--- src/rtl/stopwatch_cmd_sched.sv ---
// stopwatch_cmd_sched: queues button/UART run-stop and clear requests and replays them as spaced 1-clk pulses.
// Ports: clk, rst_n (async active-low); btn_runstop/btn_clear button pulses; rx_data/rx_valid UART bytes;
// o_runstop/o_clear pulses to the control FSM; fifo_full; drop_cnt saturating drop count.
// Optional macro STOPWATCH_CMD_ECHO_EN adds tx_data/tx_valid/tx_ready echo of every issued command.
module stopwatch_cmd_sched #(
  parameter int FIFO_DEPTH = 4,
  parameter int GAP = 2,
  parameter logic [7:0] CH_RUN = 8'h72,
  parameter logic [7:0] CH_CLR = 8'h63
) (
  input  logic       clk,
  input  logic       rst_n,
  input  logic       btn_runstop,
  input  logic       btn_clear,
  input  logic [7:0] rx_data,
  input  logic       rx_valid,
`ifdef STOPWATCH_CMD_ECHO_EN
  output logic [7:0] tx_data,
  output logic       tx_valid,
  input  logic       tx_ready,
`endif
  output logic       o_runstop,
  output logic       o_clear,
  output logic       fifo_full,
  output logic [7:0] drop_cnt
);
  localparam int AW = $clog2(FIFO_DEPTH);
  localparam logic [7:0] GAP_END = 8'((GAP > 0) ? GAP - 1 : 0);
  typedef enum logic [1:0] {IDLE, ISSUE, WAIT} state_t;
  state_t state, state_nx;
  logic mem [FIFO_DEPTH];
  logic [AW-1:0] wr_ptr, rd_ptr;
  logic [AW:0] cnt;
  logic [7:0] gap_cnt;
  logic uart_run, uart_clr, run_req, clr_req, full_blk, pop, push, flush, drop, stall;
  assign uart_run = rx_valid && ((rx_data | 8'h20) == CH_RUN);
  assign uart_clr = rx_valid && ((rx_data | 8'h20) == CH_CLR);
  assign run_req  = btn_runstop | uart_run;
  assign clr_req  = btn_clear | uart_clr;
  assign fifo_full = cnt == (AW+1)'(FIFO_DEPTH);
`ifdef STOPWATCH_CMD_ECHO_EN
  assign stall = tx_valid;
`else
  assign stall = 1'b0;
`endif
  assign pop = (state == IDLE) && (cnt != '0) && !stall;
  // a simultaneous pop frees a slot, so only a full FIFO without a pop blocks the write
  assign full_blk = fifo_full && !pop;
  assign flush = clr_req && full_blk;
  assign push  = clr_req || (run_req && !full_blk);
  // clear drops any same-cycle runstop; two runstop sources collapse to one entry
  assign drop  = clr_req ? run_req : (run_req && ((btn_runstop && uart_run) || full_blk));
  always_comb begin
    state_nx = IDLE;
    if (state == IDLE) state_nx = pop ? ISSUE : IDLE;
    else if (state == ISSUE) state_nx = (GAP > 0) ? WAIT : IDLE;
    else if (state == WAIT) state_nx = (gap_cnt == GAP_END) ? IDLE : WAIT;
  end
  always_ff @(posedge clk or negedge rst_n) begin
    if (!rst_n) begin
      state <= IDLE;
      gap_cnt <= '0;
      o_runstop <= 1'b0;
      o_clear <= 1'b0;
      drop_cnt <= '0;
    end else begin
      state <= state_nx;
      gap_cnt <= (state == WAIT) ? gap_cnt + 8'd1 : 8'd0;
      o_runstop <= pop && !mem[rd_ptr];
      o_clear <= pop && mem[rd_ptr];
      if (drop && drop_cnt != 8'hFF) drop_cnt <= drop_cnt + 8'd1;
    end
  end
  // entry encoding: 1 = CLR, 0 = RUN
  always_ff @(posedge clk) begin
    if (flush) mem[0] <= 1'b1;
    else if (push) mem[wr_ptr] <= clr_req;
  end
  always_ff @(posedge clk or negedge rst_n) begin
    if (!rst_n) begin
      wr_ptr <= '0;
      rd_ptr <= '0;
      cnt <= '0;
    end else if (flush) begin
      rd_ptr <= '0;
      wr_ptr <= AW'(1);
      cnt <= (AW+1)'(1);
    end else begin
      if (push) wr_ptr <= wr_ptr + AW'(1);
      if (pop) rd_ptr <= rd_ptr + AW'(1);
      cnt <= cnt + (AW+1)'(push) - (AW+1)'(pop);
    end
  end
`ifdef STOPWATCH_CMD_ECHO_EN
  always_ff @(posedge clk or negedge rst_n) begin
    if (!rst_n) begin
      tx_valid <= 1'b0;
      tx_data <= '0;
    end else if (pop) begin
      tx_valid <= 1'b1;
      tx_data <= mem[rd_ptr] ? 8'h43 : 8'h52;
    end else if (tx_ready) begin
      tx_valid <= 1'b0;
    end
  end
`endif
endmodule

--- config.mk ---
export PLATFORM = sky130hd
export DESIGN_NAME = stopwatch_cmd_sched
export DESIGN_NICKNAME = d
export VERILOG_FILES = /design/src/rtl/stopwatch_cmd_sched.sv
export SDC_FILE = /design/constraint.sdc
export NUM_CORES = 1
export LEC_CHECK = 0
export BUFFER_PORTS_ARGS = -buffer_cell sky130_fd_sc_hd__clkbuf_2
export CAP_MARGIN = 20
export CORE_ASPECT_RATIO = 1.5
export CORE_MARGIN = 8
export CORE_UTILIZATION = 50
export DETAILED_ROUTE_END_ITERATION = 10
export PLACE_DENSITY = 0.72
export SLEW_MARGIN = 5
export SYNTH_ARGS = -nofsm -noshare
export SYNTH_HDL_FRONTEND = slang
export SYNTH_SLANG_ARGS = --single-unit
--- constraint.sdc ---
create_clock -name clk -period 6.5 [get_ports clk]
set_input_delay 0.975 -clock clk [delete_from_list [all_inputs] [get_ports clk]]
set_output_delay 0.975 -clock clk [all_outputs]
set_load 0.005 [all_outputs]
After elaboration in Yosys (flattened, before gate mapping) --
Memory sizes are Yosys's and may differ from the RTL's. Index checks and enable logic that the tools add are counted.
Word-level totals: bits of input ports 13, flip-flop bits (word level) 27, memories kept 1, word-level logic and storage cells 65, memory bits (writable) 4, output and inout bits 11
Operators by class: equality and inequality tests 7, mux-type cells 20, bitwise logic cells 2, reductions and logical operators 21, add/subtract/negate cells 6
Memory list:
- mem | words 4, bits a word 1, read ports 1, clocked after memory_dff 0, write ports 1, RTL line 31 | logic mem [FIFO_DEPTH];
Operator list (count):
- two-way mux 2 bit | 9
- adder 8 x 1 -> 8 bit, second input constant | 2
- equality test 7 x 6 -> 1 bit, second input constant | 2
- logical AND 1 bit | 11
- two-way mux 1 bit | 9
- equality test 8 x 1 -> 1 bit, second input constant | 1
- two-way mux 8 bit | 1
- != test 8 bit, second input constant | 1
- adder 2 x 1 -> 2 bit, second input constant | 2
- nonzero test 2 bit | 2
- adder 3 x 1 -> 3 bit | 1
- equality test 3 bit, second input constant | 1
- zero test 1 bit | 3
- two-way mux 3 bit | 1
- nonzero test 3 bit | 1
- subtractor 3 x 1 -> 3 bit | 1
- equality test 2 x 1 -> 1 bit, second input constant | 1
- equality test 2 bit, second input constant | 1
- zero test 2 bit | 1
- logical OR 1 bit | 2
- bitwise OR 1 bit | 2
- OR reduction 1 bit | 1

Logic depth before layout (Yosys ltp) --
depth after elaboration 12, mapped depth 13, gate-level depth less buffers 13

Least setup slack after synthesis --
OpenSTA, ideal clock, no wires.
path type input port to flip-flop, from in rx_data[7], to reg cnt[2], stages 12, required time 6.366 ns, buffers on the path 0, setup slack 3.460 ns, arrival time 2.906 ns, setup time 0.134 ns, path through nand4b_1 -> nor3_1 -> a221o_1 -> inv_2 -> ha_1 -> inv_1 -> ha_1 -> inv_1 -> fa_1 -> xor2_1 -> xnor2_1 -> nor2_1
Between the ends: longest elaborated chain between the ends 8, elaborated cells on any way between the ends 12, classes of those cells add/sub: 2; eq/ne: 2; mux: 1; bitwise: 2; reduce/logical: 5
RTL lines:
- start: declaration | RTL line 15 | input logic [7:0] rx_data,
- equality test 7 x 6 -> 1 bit | RTL line 36 | assign uart_run = rx_valid && ((rx_data | 8'h20) == CH_RUN);
- logical AND 1 bit | RTL line 36
- bitwise OR 1 bit | RTL line 38 | assign run_req = btn_runstop | uart_run;
- logical AND 1 bit | RTL line 50 | assign push = clr_req || (run_req && !full_blk);
- logical OR 1 bit | RTL line 50
- adder 3 x 1 -> 3 bit | RTL line 91 | cnt <= cnt + (AW+1)'(push) - (AW+1)'(pop);
- subtractor 3 x 1 -> 3 bit | RTL line 91
- two-way mux 3 bit * | RTL line 84 | end else if (flush) begin
- end signal: assignment | RTL line 87 | cnt <= (AW+1)'(1);
- end signal: assignment | RTL line 91
- end: declaration | RTL line 33 | logic [AW:0] cnt;
Every way passes the cells marked *; elsewhere a longest branch is shown, timed or not. A chain may end at the register's enable or synchronous reset.

Final worst setup path --
Same ends and word-level chain as after synthesis.

==> impl_metrics.ini <==
[outcome]
status = completed

[synth]
syn_inst = 151
seq_area_frac_synth_pct = 50.5
synth_top_family_by_area = simple AND/OR/NAND/NOR gates
synth_compound_area_share_pct = 10.7
yosysTopAreaCell = dfrtp_1
synth_adder_area_share_pct = 5.24
synthMuxAreaShare_pct = 2.86
synthXorXnorAreaFrac_pct = 7.15
synthArstFlopShare_pct = 87.1
synthSimpleGateAreaFrac_pct = 20.4
ys_ff_latch = 31
synth_top_cell_area_share_pct = 42.9
ys_warn_count = 0
yosysUniqueCellTypes = 43
synth_area_leaders = dfrtp_1, edfxtp_1, nor2_1
synth_edf_count = 4
synth_nets = 170
synth_area_um2 = 1580
postSynthAreaPerCell_um2 = 10.4
synthFlopType = dfrtp_1

[placement]
dp_cells = 212
portBuffers = 22
gp_congestion = 0.797
dp_hpwl_um = 2360

[min_path]
whs_path_depth = 1
min_from = gap_cnt[0]
holdPathEnd = gap_cnt[0]
hp-class = flip-flop to flip-flop

[cts]
cts_tree = done
postCtsHoldBufs = 0
cts_resized = 0
numCtsBuffers = 5
clkSinkCount = 31
clock_latency_ns = 0.27
htreeDepth = 2
clk_path_buf_depth = 2
post_cts_buffers = 0
cts_root_buf = clkbuf_8
clk_pin_slew_worst_paths_ns = 0.06

[route]
drc_errors = 0
viasPerCell = 5.52
drt_iter0_drc = 48
ant_nets = 0
dr.pass1.iters = 4
num_vias = 1209
wl_per_cell_um = 14.1
finalWirelength_um = 3090

[critical_path]
rr_worst_depth = 13
path_max_fanout = 4
critPathBufInv = 4
r2r_end = cnt[2]
cp.arrival_ns = 3.21
crit_required_ns = 6.64
critical_path_class = input port to flip-flop
start_kind = input port
max_stage_delay_ns = 0.38
cp.depth = 13
cp_cell_sequence = clkbuf_2 -> nand4b_1 -> nor3_1 -> a221o_1 -> inv_2 -> ha_1 -> inv_1 -> ha_1 -> inv_1 -> fa_1 -> xor2_1 -> xnor2_1 -> nor2_1
reg2reg_slack_ns = 3.64
crit_family = adder cells
reg2reg_from = cnt[1]
critPathSlowestCell = nor3_1
end_kind = flip-flop

[final_layout]
area_growth_pct = 14.5
nets = 198
drive_gt1_share_pct = 21.8
stdcell_count = 219
diodes = 0

[timing]
final.min_clock_period_ns = 3.07
fin_hold_ws_ns = 0.497
rsz0062_at_grt = false
finalHoldViolCount = 0
fmax_mhz = 326
min_period_over_period_pct = 47.2
drv_slew = 0
setup_viol = 0
timing.slew.headroom_pct = 55.7
tightest_slew_ns = 0.665
fin_tns_setup_ns = 0
worst_clock_skew_ns = 0.00219

[pwr]
peakVddDrop_mv = 0.220
power.density_nw_per_um2 = 411
p_leak_nw = 0.805

[global_routing]
antenna_found_initial = 0
first_global_vias = 1207
grt_max_degree = 28
grt_pass1_wl_um = 5200
track_usage_pct = 13.3
overflow = 0

[run]
max-cap-violations = 0

[floorplanning]
fp.dieW_um = 61.8
die_h_um = 84.7
io_pins = 24
std_cell_rows = 25
design.core.area_um2 = 3100
die-area_um2 = 5240
initial_core_util_pct = 50.9
## worst reg2reg max path, delay by kind of cell (launching register included)
kind,cells,cell delay (ns)
flip-flops,1,0.44
AND/OR/NAND/NOR,3,0.58
XOR/XNOR,2,0.30
buffers and inverters,4,0.29
AO/OA/AOI/OAI,1,0.40
adder cells (fa/ha/maj),3,0.71
## power breakdown
group | leakage, nW | internal [mW] | switching [mW]
combinational | 0.389 | 0.131 | 0.143
sequential | 0.377 | 0.267 | 0.0621
clock | 0.0383 | 0.0735 | 0.0641
## cells in the final DEF (no fill, tap or decap), drive strengths merged, types with 2 or more instances in the layout
| cell type | Yosys | final |
|---|---|---|
| xnor2 | 5 | 5 |
| xor2 | 7 | 7 |
| dfrtp | 27 | 27 |
| nor3 | 5 | 5 |
| and2 | 2 | 2 |
| o21a | 2 | 2 |
| clkbuf | 1 | 29 |
| o21ai | 7 | 7 |
| or2 | 3 | 3 |
| edfxtp | 4 | 4 |
| o31ai | 6 | 6 |
| nand3 | 9 | 9 |
| nor2 | 24 | 24 |
| nand2b | 3 | 3 |
| and3 | 3 | 3 |
| inv | 8 | 8 |
| ha | 5 | 5 |
| nand2 | 8 | 8 |
| mux2 | 2 | 2 |
## cells by family after synthesis
group,count (synthesis)
buf+inv,11
fa+ha+maj,6
compound gates,24
mux,3
simple gates,64
flops,31
xor+xnor,12
## worst max-delay path by stage
stage               endpoint  startpoint  slack (ns)
detailed placement    cnt[2]  rx_data[7]        3.15
global placement      cnt[2]  rx_data[7]        3.21
finish                cnt[2]  rx_data[7]        3.43
floorplan             cnt[2]  rx_data[7]        3.46
CTS                   cnt[2]  rx_data[7]        3.44
global route          cnt[2]  rx_data[7]        3.27
## per-layer routing
layer | up-vias | wire (um) | global-route usage (%) | share of wire (%)
li1 | 581 | - | - | -
met1 | 587 | 1200 | 13.9 | 39
met2 | 36 | 1630 | 22.1 | 53
met3 | 5 | 196 | 4.28 | 6.3
met4 | 0 | 63 | 6.88 | 2.0
met5 | - | 0 | 0 | 0
## sequential cells by signal, indices dropped and copies added, names as in the netlist
name       cells
gap_cnt        8
o_clear        1
state          2
wr_ptr         2
rd_ptr         2
mem            4
cnt            3
o_runstop      1
drop_cnt       8
## Yosys cell counts, types with 2 or more instances
master / instances
inv_1: 7
nor3_1: 5
xnor2_1: 4
ha_1: 5
edfxtp_1: 4
dfrtp_1: 27
o21a_1: 2
nand3_1: 9
o21ai_0: 4
and2_1: 2
nand2b_1: 3
and3_1: 3
o21ai_1: 3
o31ai_1: 6
or2_2: 3
nor2_1: 24
nand2_1: 7
mux2_2: 2
xor2_1: 7
## cell type report
cell class / count / area [um^2]
Fill cell: 243 / 1290
Multi-Input combinational cell: 109 / 731
Inverter: 9 / 33.8
Timing Repair Buffer: 23 / 118
Clock buffer: 7 / 76.3
Tap cell: 40 / 50.0
Sequential cell: 31 / 796
## through the flow
step           util (%)  total power, mW  instance area (um^2)  setup WS [ns]
2_1_floorplan         -            0.519                  1580           3.46
3_3_place_gp       55.8            0.585                  1730           3.21
3_5_place_dp       55.8            0.609                  1730           3.15
4_1_cts            58.3            0.749                  1800           3.44
5_1_grt            58.3            0.804                  1800           3.27
6_report           58.3            0.741                  1800           3.43
Power figures use the tool's default switching activity.
